`config.mk`:
```
export PLATFORM = sky130hd
export DESIGN_NAME = net_iface_tx
export DESIGN_NICKNAME = d
export VERILOG_FILES = /design/src/rtl/net_iface_tx_pkg.sv /design/src/rtl/net_iface_tx_sync_fifo.sv /design/src/rtl/net_iface_tx.sv
export SDC_FILE = /design/constraint.sdc
export NUM_CORES = 1
export LEC_CHECK = 0
export BUFFER_PORTS_ARGS = -buffer_cell sky130_fd_sc_hd__clkbuf_2
export CORE_MARGIN = 10
export CORE_UTILIZATION = 45
export DETAILED_ROUTE_END_ITERATION = 10
export PLACE_DENSITY = 0.7
export SETUP_SLACK_MARGIN = 0.2
export SLEW_MARGIN = 20
export SYNTH_ARGS = -nofsm -noshare
export SYNTH_HDL_FRONTEND = slang
export SYNTH_SLANG_ARGS = --single-unit
```
`constraint.sdc`:
```
create_clock -name clk -period 5.1 [get_ports clk]
set_input_delay 1.275 -clock clk [delete_from_list [all_inputs] [get_ports clk]]
set_output_delay 1.275 -clock clk [all_outputs]
set_load 0.02 [all_outputs]
```
`src/rtl/net_iface_tx_pkg.sv`:
```
// Shared definitions for the router network interface: packet width and the
// transmit handshake state encoding.
package net_iface_tx_pkg;

  localparam int unsigned PKT_WIDTH = 11;

  typedef enum logic [1:0] {
    StIdle  = 2'd0,
    StSetup = 2'd1,
    StReqHi = 2'd2,
    StReqLo = 2'd3
  } tx_state_e;

endpackage

```
`src/rtl/net_iface_tx_sync_fifo.sv`:
```
// Single-clock FIFO with first-word fall-through read and a registered
// not-full flag; shared by the transmit and receive network interfaces.
module sync_fifo
  import net_iface_tx_pkg::*;
#(
  parameter int unsigned WIDTH = PKT_WIDTH,
  parameter int unsigned DEPTH = 4
) (
  input  logic             clk,
  input  logic             rst_n,
  input  logic             wr_valid,
  input  logic [WIDTH-1:0] wr_data,
  output logic             wr_ready,
  input  logic             rd_en,
  output logic [WIDTH-1:0] rd_data,
  output logic             empty
);

  localparam int unsigned AW = $clog2(DEPTH);

  logic [WIDTH-1:0] mem [DEPTH];
  logic [AW:0]      wptr_q, wptr_d;
  logic [AW:0]      rptr_q, rptr_d;
  logic             wr_ready_q;
  logic             wr_fire, rd_fire;
  logic             full_d;

  assign empty    = (wptr_q == rptr_q);
  assign wr_ready = wr_ready_q;
  assign wr_fire  = wr_valid & wr_ready_q;
  assign rd_fire  = rd_en & ~empty;
  assign rd_data  = mem[rptr_q[AW-1:0]];

  always_comb begin
    wptr_d = wptr_q + {{AW{1'b0}}, wr_fire};
    rptr_d = rptr_q + {{AW{1'b0}}, rd_fire};
    // Full when the wrap bits differ and the index bits match.
    full_d = (wptr_d[AW] != rptr_d[AW]) && (wptr_d[AW-1:0] == rptr_d[AW-1:0]);
  end

  always_ff @(posedge clk or negedge rst_n) begin
    if (!rst_n) begin
      wptr_q     <= '0;
      rptr_q     <= '0;
      wr_ready_q <= 1'b1;
    end else begin
      wptr_q     <= wptr_d;
      rptr_q     <= rptr_d;
      wr_ready_q <= ~full_d;
    end
  end

  always_ff @(posedge clk) begin
    if (wr_fire) begin
      mem[wptr_q[AW-1:0]] <= wr_data;
    end
  end

endmodule

```
`src/rtl/net_iface_tx.sv`:
```
// Transmit side of the router network interface: queues packets and sends
// them over a bundled-data 4-phase req/ack channel with a synchronized ack.
module net_iface_tx
  import net_iface_tx_pkg::*;
#(
  parameter int unsigned WIDTH       = PKT_WIDTH,
  parameter int unsigned DEPTH       = 4,
  parameter int unsigned SYNC_STAGES = 2
) (
  input  logic             clk,
  input  logic             rst_n,
  input  logic             wr_valid,
  input  logic [WIDTH-1:0] wr_data,
  output logic             wr_ready,
  output logic             ch_req,
  output logic [WIDTH-1:0] ch_data,
  input  logic             ch_ack,
  output logic [7:0]       sent_cnt,
  output logic             busy
);

  tx_state_e              state_q;
  logic                   ch_req_q;
  logic [WIDTH-1:0]       ch_data_q;
  logic [7:0]             sent_cnt_q;
  logic [SYNC_STAGES-1:0] ack_sync_q;
  logic                   ack_s;
  logic                   fifo_empty;
  logic                   fifo_pop;
  logic [WIDTH-1:0]       fifo_head;

  sync_fifo #(
    .WIDTH (WIDTH),
    .DEPTH (DEPTH)
  ) u_fifo (
    .clk      (clk),
    .rst_n    (rst_n),
    .wr_valid (wr_valid),
    .wr_data  (wr_data),
    .wr_ready (wr_ready),
    .rd_en    (fifo_pop),
    .rd_data  (fifo_head),
    .empty    (fifo_empty)
  );

  always_ff @(posedge clk or negedge rst_n) begin
    if (!rst_n) begin
      ack_sync_q <= '0;
    end else begin
      ack_sync_q[0] <= ch_ack;
      for (int i = 1; i < SYNC_STAGES; i++) begin
        ack_sync_q[i] <= ack_sync_q[i-1];
      end
    end
  end

  assign ack_s = ack_sync_q[SYNC_STAGES-1];

  // A stale ack held high keeps the channel parked in idle.
  assign fifo_pop = (state_q == StIdle) && !fifo_empty && !ack_s;

  always_ff @(posedge clk or negedge rst_n) begin
    if (!rst_n) begin
      state_q    <= StIdle;
      ch_req_q   <= 1'b0;
      ch_data_q  <= '0;
      sent_cnt_q <= '0;
    end else begin
      case (state_q)
        StIdle: begin
          if (fifo_pop) begin
            ch_data_q <= fifo_head;
            state_q   <= StSetup;
          end
        end
        StSetup: begin
          // Data has been stable for a full cycle before req rises.
          ch_req_q <= 1'b1;
          state_q  <= StReqHi;
        end
        StReqHi: begin
          if (ack_s) begin
            ch_req_q <= 1'b0;
            state_q  <= StReqLo;
          end
        end
        StReqLo: begin
          if (!ack_s) begin
            sent_cnt_q <= sent_cnt_q + 8'd1;
            state_q    <= StIdle;
          end
        end
        default: begin
          ch_req_q <= 1'b0;
          state_q  <= StIdle;
        end
      endcase
    end
  end

  assign ch_req   = ch_req_q;
  assign ch_data  = ch_data_q;
  assign sent_cnt = sent_cnt_q;
  assign busy     = !fifo_empty || (state_q != StIdle);

endmodule

```
==> After elaboration in Yosys (flattened, before gate mapping) <==
Memory sizes are Yosys's and may differ from the RTL's. A register that Yosys moved wholly into a read port is not among the register bits.
Index checks and enable logic that the tools add are counted.
{ "totals": {"register_bits": 20, "mem_bits_rw": 44, "output_inout_bits": 22, "mem_count": 1} }
{ "op_classes": {"n_addsub": 3, "eq_ne": 9, "muxes": 8, "bitwise": 5, "n_reduce_logical": 14} }
{ "mem_list": {"columns": ["memory", "depth", "width", "read_ports", "rd_ports_with_merged_regs", "write_ports", "line_no", "source"], "rows": [
  ["u_fifo.mem", 4, 11, 1, 1, 1, "net_iface_tx_sync_fifo.sv:21", "logic [WIDTH-1:0] mem [DEPTH];"]
]} }
{ "op_table": {"columns": ["cell", "count"], "rows": [
  ["adder 8 x 1 -> 8 bit (second input constant)", 1],
  ["case mux 2 bit (4 select lines)", 1],
  ["adder 3 x 1 -> 3 bit", 2],
  ["2-to-1 mux 2 bit", 3],
  ["AND reduction 2 bit", 3],
  ["equality test 2 bit (second input constant)", 2],
  ["inequality test 2 bit (second input constant)", 2],
  ["nonzero test 2 bit", 2],
  ["equality test 3 bit", 1],
  ["logical AND 1 bit", 3],
  ["logical NOT 1 bit", 3],
  ["2-to-1 mux 1 bit", 3],
  ["NOT 1 bit", 3],
  ["AND reduction 3 bit", 1],
  ["AND 1 bit", 2],
  ["equality test 2 x 1 -> 1 bit (second input constant)", 1],
  ["equality test 2 bit", 1],
  ["logical NOT 2 bit", 1],
  ["inequality test 2 x 1 -> 1 bit (second input constant)", 1],
  ["case mux 1 bit (2 select lines)", 1],
  ["logical OR 1 bit", 1],
  ["inequality test 1 bit", 1]
]} }

==> Logic depth before layout (Yosys ltp) <==
Gate-level depths: netlist (run 1).
{ "logic_depth": {"ltp_word": 9, "mapped_depth": 9, "ltp_nobuf": 8} }

==> Cells and area by module <==
Synthesis (run 1) repeated with hierarchy kept, for this count alone.
{ "unflattened": {"hier_cells": 159, "area_unflattened_um2": 2951.6} }
{ "modules_own_cells": {"columns": ["mod", "instances", "cells_each", "area_each_um2"], "rows": [
  ["sync_fifo", 1, 85, 1925.6],
  ["net_iface_tx", 1, 74, 1026.0]
]} }

==> Least setup slack after synthesis (run 1) <==
No wires, ideal clock.
{ "synth_timing": {"kind": "input to register", "from": "input wr_valid", "to": "memory u_fifo.mem[2][0] in the netlist's numbering (enable)", "t_arrival_ns": 2.271, "required_time_ns": 4.704, "path_slack_ns": 2.433, "path_stages": 2, "path_buffers": 0, "cell_sequence": "nand2_1 nor3b_1"} }
{ "synth_via": {"elab_chain_len": 3} }
{ "synth_rtl": {"columns": ["item", "line_no", "source"], "rows": [
  ["start: declaration", "net_iface_tx.sv:12", "input logic wr_valid,"],
  ["AND 1 bit", "net_iface_tx_sync_fifo.sv:30", "assign wr_fire = wr_valid & wr_ready_q;"],
  ["2-to-1 mux 1 bit", "net_iface_tx_sync_fifo.sv:54", "if (wr_fire) begin"],
  ["2-to-1 mux 1 bit (not written as such)", "net_iface_tx_sync_fifo.sv:55", "mem[wptr_q[AW-1:0]] <= wr_data;"],
  ["end: declaration", "net_iface_tx_sync_fifo.sv:21", null]
]} }
Every way passes these cells.

==> Worst setup path in the final report (run 1) <==
{ "layout_timing": {"from": "register u_fifo.rptr_q[0]", "to": "output busy"} }
{ "layout_via": {"elab_chain_len": 3} }
{ "layout_rtl": {"columns": ["item", "line_no", "source"], "rows": [
  ["start: declaration", "net_iface_tx_sync_fifo.sv:23", "logic [AW:0] rptr_q, rptr_d;"],
  ["start signal: assignment", "net_iface_tx_sync_fifo.sv:48", "rptr_q <= rptr_d;"],
  ["equality test 3 bit", "net_iface_tx_sync_fifo.sv:28", "assign empty = (wptr_q == rptr_q);"],
  ["logical NOT 1 bit", "net_iface_tx.sv:104", "assign busy = !fifo_empty || (state_q != StIdle);"],
  ["logical OR 1 bit", "net_iface_tx.sv:104", null],
  ["end: declaration", "net_iface_tx.sv:19", "output logic busy"]
]} }
Every way passes these cells.

==> results_dict.tcl, run 1 <==
set metrics [dict create \
    status "completed" \
    clockBufferDepth 2 \
    worst_pin_slew_ns 0.814 \
    clk_pin_slew_ns 0.08 \
    synth_top_family_by_area "multiplexers" \
    muxShareOfSynthArea_pct 14.7 \
    synth_area_leaders "edfxtp_1 (44%), dfrtp_1 (25%), mux4_2 (8.3%), mux2_4 (4.5%), ha_1 (4.2%)" \
    syn_area_per_cell_um2 19.3 \
    power.internal_mw 1.44 \
    netSwitchingPower_mw 0.685 \
    yosys.area.top_type "edfxtp_1" \
    yosys.area_share.xor_xnor_pct 4.40 \
    synth-async-reset-ratio_pct 41.3 \
    synth-seq-area-share_pct 70.3 \
    holdBufCountCts 0 \
    vdd_drop_max_uv 295 \
    ctsResizeCount 0 \
    synth_edf_count 44 \
    fp.coreArea_mm2 0.00639 \
    hp-class "flip-flop to flip-flop" \
    wl_met2_um 2460 \
    grt_overflow 0 \
    synth_seq_cells 75 \
    rsz0062_at_grt "no" \
    slew_headroom_pct 45.7 \
    grt_max_degree 32 \
    via_per_inst 5.12 \
    grt_pass1_wl_um 8420 \
    ys_warn_count 0 \
    crit_fanout 13 \
    clock_skew_ns 0.00642 \
    area_growth_pct 16.8 \
    portBuffers 36 \
    wl_met1_um 2070 \
    crit_type "flip-flop to output pin" \
    fin_crit_ns 3.39 \
    syn-cell-area_mm2 0.00298 \
    grt_antenna_before_repair 0 \
    syn_inst 155 \
    end_kind "output pin" \
    detail-route-antenna-nets 0 \
    cp.required_ns 3.83 \
    ctsRootBufferMaster "clkbuf_8" \
    place_inst 268 \
    ys.flop_type "edfxtp_1" \
    finalCritPeriodShare_pct 66.4 \
    die_height_um 101 \
    initial_core_util_pct 46.7 \
    fmax_mhz 295 \
    top_layer_used "met4" \
    vias 1453 \
    cap_violations 0 \
    setup_viol 0 \
    start_kind "flip-flop" \
    syn_nets 180 \
    comb_power_share_pct 30.8 \
    synthAdderAreaFrac_pct 4.19 \
    wl_per_cell_um 17.3 \
    rows 29 \
    dieArea_mm2 0.0103 \
    h-tree-depth 3 \
    synth_simple_gate_area_share_pct 4.74 \
    cts.sinks 75 \
    n_antenna_cell 0 \
    wl_met3_um 296 \
    yosysTopAreaCellShare_pct 44.3 \
    place_hpwl_um 3410 \
    p_sw_share_pct 32.3 \
    yosysUniqueCellTypes 28 \
    layout_commonest_cell "edfxtp_1" \
    leakage_nw 1.43 \
    whs_ns 0.361 \
    final_cell_mix "edfxtp_1 (44), clkbuf_2 (36), dfrtp_1 (30)" \
    cp.arrival_ns 2.11 \
    ios 37 \
    pwr-share-seq_pct 45.6 \
    nNetsFinal 227 \
    grt_pass1_vias 1659 \
    drt-initial-drc-count 106 \
    track_usage_pct 10.5 \
    finalNonFillerCells 284 \
    die_w_um 101 \
    post_cts_buffers 0 \
    clk_latency_ns 0.34 \
    drcViolationCount 0 \
    final.setup.tns_ns 0 \
    drtPass1Iterations 4 \
    routed_wl_um 4910 \
    cellPowerDensity_mw_per_mm2 609 \
    p_total_mw 2.12 \
    cts_tree "built" \
    slew_viol_final 0 \
    numCtsBuffers 9 \
    gp_congestion 0.740 \
    p_clk_share_pct 23.6 \
    drive_above_1_share_pct 39.6 \
    synth-compound-area-share_pct 0.503 \
    hold_viol 0 \
]
[worst paths after layout]
kind	slack, ns	to	startpoint	cells past startpoint
worst max-delay path	1.71	busy	u_fifo.rptr_q[0]	3
worst min-delay path	0.36	ack_sync_q[1]	ack_sync_q[0]	0
worst max register to register	2.01	u_fifo.wr_ready	u_fifo.rptr_q[0]	8
worst min register to register	0.36	ack_sync_q[1]	ack_sync_q[0]	0
max in group asynchronous	3.61	ch_data[2]	rst_n	1
min in group asynchronous	1.00	u_fifo.wptr_q[2]	rst_n	1
[per-layer routing]
metal	up-vias	track usage [%]
li1	684	-
met1	727	12.3
met2	35	16.6
met3	7	3.74
met4	0	5.68
met5	-	0
[synth_stat cells (all sizes together) (3+ instances only)]
library cell and n:
dfrtp 30, edfxtp 44, ha 10, inv 4
mux2 13, mux4 11, nand3 3, nor2 3
nor3b 4, xnor2 5, xor2 10
[area by class of cell]
class,instances,area (um^2)
Inverter,4,15.0
Clock inverter,7,98.8
Multi-Input combinational cell,73,851
Tap cell,77,96.3
Fill cell,507,2900
Clock buffer,9,124
Sequential cell,75,2100
Timing Repair Buffer,39,203
[state kept, by name, summed over array words and instances, names as in the netlist]
| signal | flops |
|---|---|
| u_fifo.mem | 44 |
| ch_data | 11 |
| sent_cnt | 8 |
| u_fifo.rptr_q | 3 |
| u_fifo.wptr_q | 3 |
| ack_sync_q | 2 |
| state_q | 2 |
| ch_req | 1 |
| u_fifo.wr_ready | 1 |
[critical path, stage by stage (launching register included)]
cell and delay (ns):
dfrtp_1 0.87, xor2_1 0.17, or4b_4 0.55, clkbuf_2 0.18
[cells by family (layout without fill, tap and decap cells)]
kind of cell	Yosys count	after routing
AOI/OAI and AO/OA	2	2
and+or+nand+nor	21	21
buffers and inverters	7	59
adders and majority gates	10	10
DFF	75	75
xor gates and xnor gates	15	15
muxes	25	25
[power by group through the flow]
stage	clock network, mW	registers [mW]	logic (mW)
after floorplan	0	0.997	0.451
after global placement	0	0.978	0.649
after detailed placement	0	0.984	0.668
after CTS	0.512	0.972	0.668
after global routing	0.539	0.997	0.721
final	0.501	0.968	0.653
[through the flow]
step	worst slack, ns	area, um^2	util, %
2_1_floorplan	2.43	2980	-
3_3_place_gp	2.05	3260	51.1
3_5_place_dp	1.97	3260	51.1
4_1_cts	1.67	3490	54.6
5_1_grt	1.51	3490	54.6
6_report	1.71	3490	54.6
No activity file was read; power rests on OpenSTA's default activity.
==> run 2: changes to the inputs <==
--- a/config.mk
+++ b/config.mk
@@ -5,6 +5,7 @@
 export SDC_FILE = /design/constraint.sdc
 export NUM_CORES = 1
 export LEC_CHECK = 0
+export ABC_AREA = 1
 export BUFFER_PORTS_ARGS = -buffer_cell sky130_fd_sc_hd__clkbuf_2
 export CORE_MARGIN = 10
 export CORE_UTILIZATION = 45
==> constraint.sdc (replaced) <==
create_clock -name clk -period 3.5 [get_ports clk]
set_input_delay 0.875 -clock clk [delete_from_list [all_inputs] [get_ports clk]]
set_output_delay 0.875 -clock clk [all_outputs]
set_load 0.02 [all_outputs]
==> results_dict.tcl, run 2 <==
set metrics [dict create \
    wl_met1_um 2430 \
    synth_area_leaders "edfxtp_1 (43%), dfrtp_1 (25%), nand2_1 (6.9%), ha_1 (4.1%), mux2i_1 (3.6%)" \
    grt_pass1_wl_um 9070 \
    h-tree-depth 3 \
    drt-initial-drc-count 113 \
    syn_inst 243 \
    wl_met2_um 2760 \
    final_cell_mix "nand2_1 (56), edfxtp_1 (44), clkbuf_2 (36)" \
    grt_max_degree 32 \
    synth-async-reset-ratio_pct 41.3 \
    ys_warn_count 0 \
    clockBufferDepth 2 \
    top_layer_used "met4" \
    final.setup.tns_ns 0 \
    layout_commonest_cell "nand2_1" \
    wl_met3_um 351 \
    drive_above_1_share_pct 22.3 \
    ys.flop_type "edfxtp_1" \
    slew_headroom_pct 49.9 \
    rsz0062_at_grt "no" \
    syn_area_per_cell_um2 12.6 \
    ctsResizeCount 0 \
    cp.depth 3 \
    r2r-start "u_fifo.rptr_q[1]" \
    r2r_setup_slack_ns 1.11 \
    hp-class "flip-flop to flip-flop" \
    gp_congestion 0.726 \
    synth_edf_count 44 \
    ios 37 \
    holdBufCountCts 0 \
    min_path_cells 0 \
    place_hpwl_um 3890 \
    initial_core_util_pct 47.1 \
    crit_type "flip-flop to output pin" \
    reg2reg_depth 9 \
    fin_crit_ns 2.53 \
    area_growth_pct 15.0 \
    numCtsBuffers 9 \
    cp.arrival_ns 1.66 \
    slowest_stage "dfrtp_1" \
    finalCritPeriodShare_pct 72.3 \
    clk_latency_ns 0.35 \
    n_antenna_cell 0 \
    vias 1868 \
    max_stage_delay_ns 0.79 \
    grt_pass1_vias 1863 \
    crit_fanout 24 \
    end_kind "output pin" \
    drcViolationCount 0 \
    cap_violations 0 \
    fmax_mhz 395 \
    drtPass1Iterations 4 \
    nNetsFinal 312 \
    detail-route-antenna-nets 0 \
    hold_viol 0 \
    portBuffers 36 \
    syn_nets 268 \
    cp.required_ns 2.62 \
    start_kind "flip-flop" \
    largest_register_ffs 44 \
    holdPathEnd "ack_sync_q[1]" \
    ctsRootBufferMaster "clkbuf_8" \
    post_cts_buffers 0 \
    cts_tree "built" \
    synth-seq-area-share_pct 68.6 \
    reg2reg_to "u_fifo.wr_ready" \
    critical_path.cell_chain "xnor2_1 > nand4_1 > clkbuf_2" \
    cts.sinks 75 \
    whs_ns 0.364 \
    synthTopCellsByCount "nand2_1 (56), edfxtp_1 (44), dfrtp_1 (30), inv_1 (14)" \
    cellPowerDensity_mw_per_mm2 863 \
    crit_buf_inv 1 \
    routed_wl_um 5590 \
    via_per_inst 5.06 \
    slew_viol_final 0 \
    status "completed" \
    synth_seq_cells 75 \
    worstHoldStart "ack_sync_q[0]" \
    dieArea_mm2 0.0105 \
    fp.coreArea_mm2 0.00649 \
    syn-cell-area_mm2 0.00306 \
    die_w_um 102 \
    finalNonFillerCells 369 \
    worst_pin_slew_ns 0.751 \
    track_usage_pct 11.4 \
    wl_per_cell_um 15.2 \
    grt_overflow 0 \
    die_height_um 102 \
    setup_viol 0 \
    rows 29 \
    yosysUniqueCellTypes 26 \
    yosysTopAreaCellShare_pct 43.2 \
    leakage_nw 1.57 \
    grt_antenna_before_repair 0 \
    yosys.cell_count.top_type "nand2_1" \
    yosys.area.top_type "edfxtp_1" \
    clk_pin_slew_ns 0.08 \
    place_inst 353 \
    vdd_drop_max_uv 360 \
    crit_family "flip-flops" \
    clock_skew_ns 0.00581 \
]
run 2: changes by cell type after synthesis, moves of 3 or more:
cell,previous run,this run
nand2_1,2,56
o21ai_0,0,13
mux4_2,11,0
inv_1,4,14
mux2i_1,1,11
nor2_1,3,13
o22ai_1,1,11
mux2_4,9,0
mux2_2,3,0
nand3_1,3,6
nor3b_1,3,0
run 2: report_power, final:
| part | total, mW | internal, mW | switching, mW |
|---|---|---|---|
| sequential | 1.36 | 1.18 | 0.176 |
| combinational | 1.01 | 0.378 | 0.632 |
| clock | 0.665 | 0.335 | 0.330 |
| total | 3.04 | 1.90 | 1.14 |
run 2: area by class of cell:
cell class / count / area, um^2
fill: 536 / 2980
inverter: 16 / 60.1
multi-input combinational: 144 / 847
clock buffer: 9 / 124
tap: 77 / 96.3
sequential: 75 / 2100
clock inverter: 7 / 76.3
timing repair buffer: 41 / 218
run 2: worst register-to-register path, delay by kind of cell (launching register included):
family	cells	cell delay, ns
DFF	1	0.79
xor gates and xnor gates	3	0.57
buffers and inverters	1	0.15
adders and majority gates	2	0.39
and+or+nand+nor	3	0.42
run 2: worst max path at each step:
stage | slack (ns) | endpoint | from
after floorplan | 1.33 | u_fifo.mem[0][0] | wr_valid
after global placement | 1.20 | u_fifo.wr_ready | u_fifo.rptr_q[1]
after detailed placement | 1.13 | u_fifo.wr_ready | u_fifo.rptr_q[1]
after CTS | 0.92 | busy | u_fifo.rptr_q[1]
after global routing | 0.84 | u_fifo.wr_ready | u_fifo.rptr_q[1]
final | 0.97 | busy | u_fifo.rptr_q[1]
run 2: metal layers:
metal	track usage [%]	vias up
li1	-	916
met1	12.9	899
met2	18.4	49
met3	5.13	4
met4	4.56	0
met5	0	-
run 2: cells by family after synthesis:
group	after synthesis	share of synthesized area (%)
AO/OA/AOI/OAI	24	4.37
XOR/XNOR	12	3.43
adder cells (fa/ha/maj)	10	4.09
buffers and inverters	24	3.76
flip-flops	75	68.6
multiplexers	11	3.60
AND/OR/NAND/NOR	87	12.2
run 2: stage by stage:
step | worst slack, ns | area [um^2] | total power [mW] | util, %
2_1_floorplan | 1.33 | 3060 | 2.10 | -
3_3_place_gp | 1.20 | 3320 | 2.36 | 51.1
3_5_place_dp | 1.13 | 3320 | 2.40 | 51.1
4_1_cts | 0.919 | 3520 | 3.08 | 54.2
5_1_grt | 0.840 | 3520 | 3.25 | 54.2
6_report | 0.969 | 3520 | 3.04 | 54.2
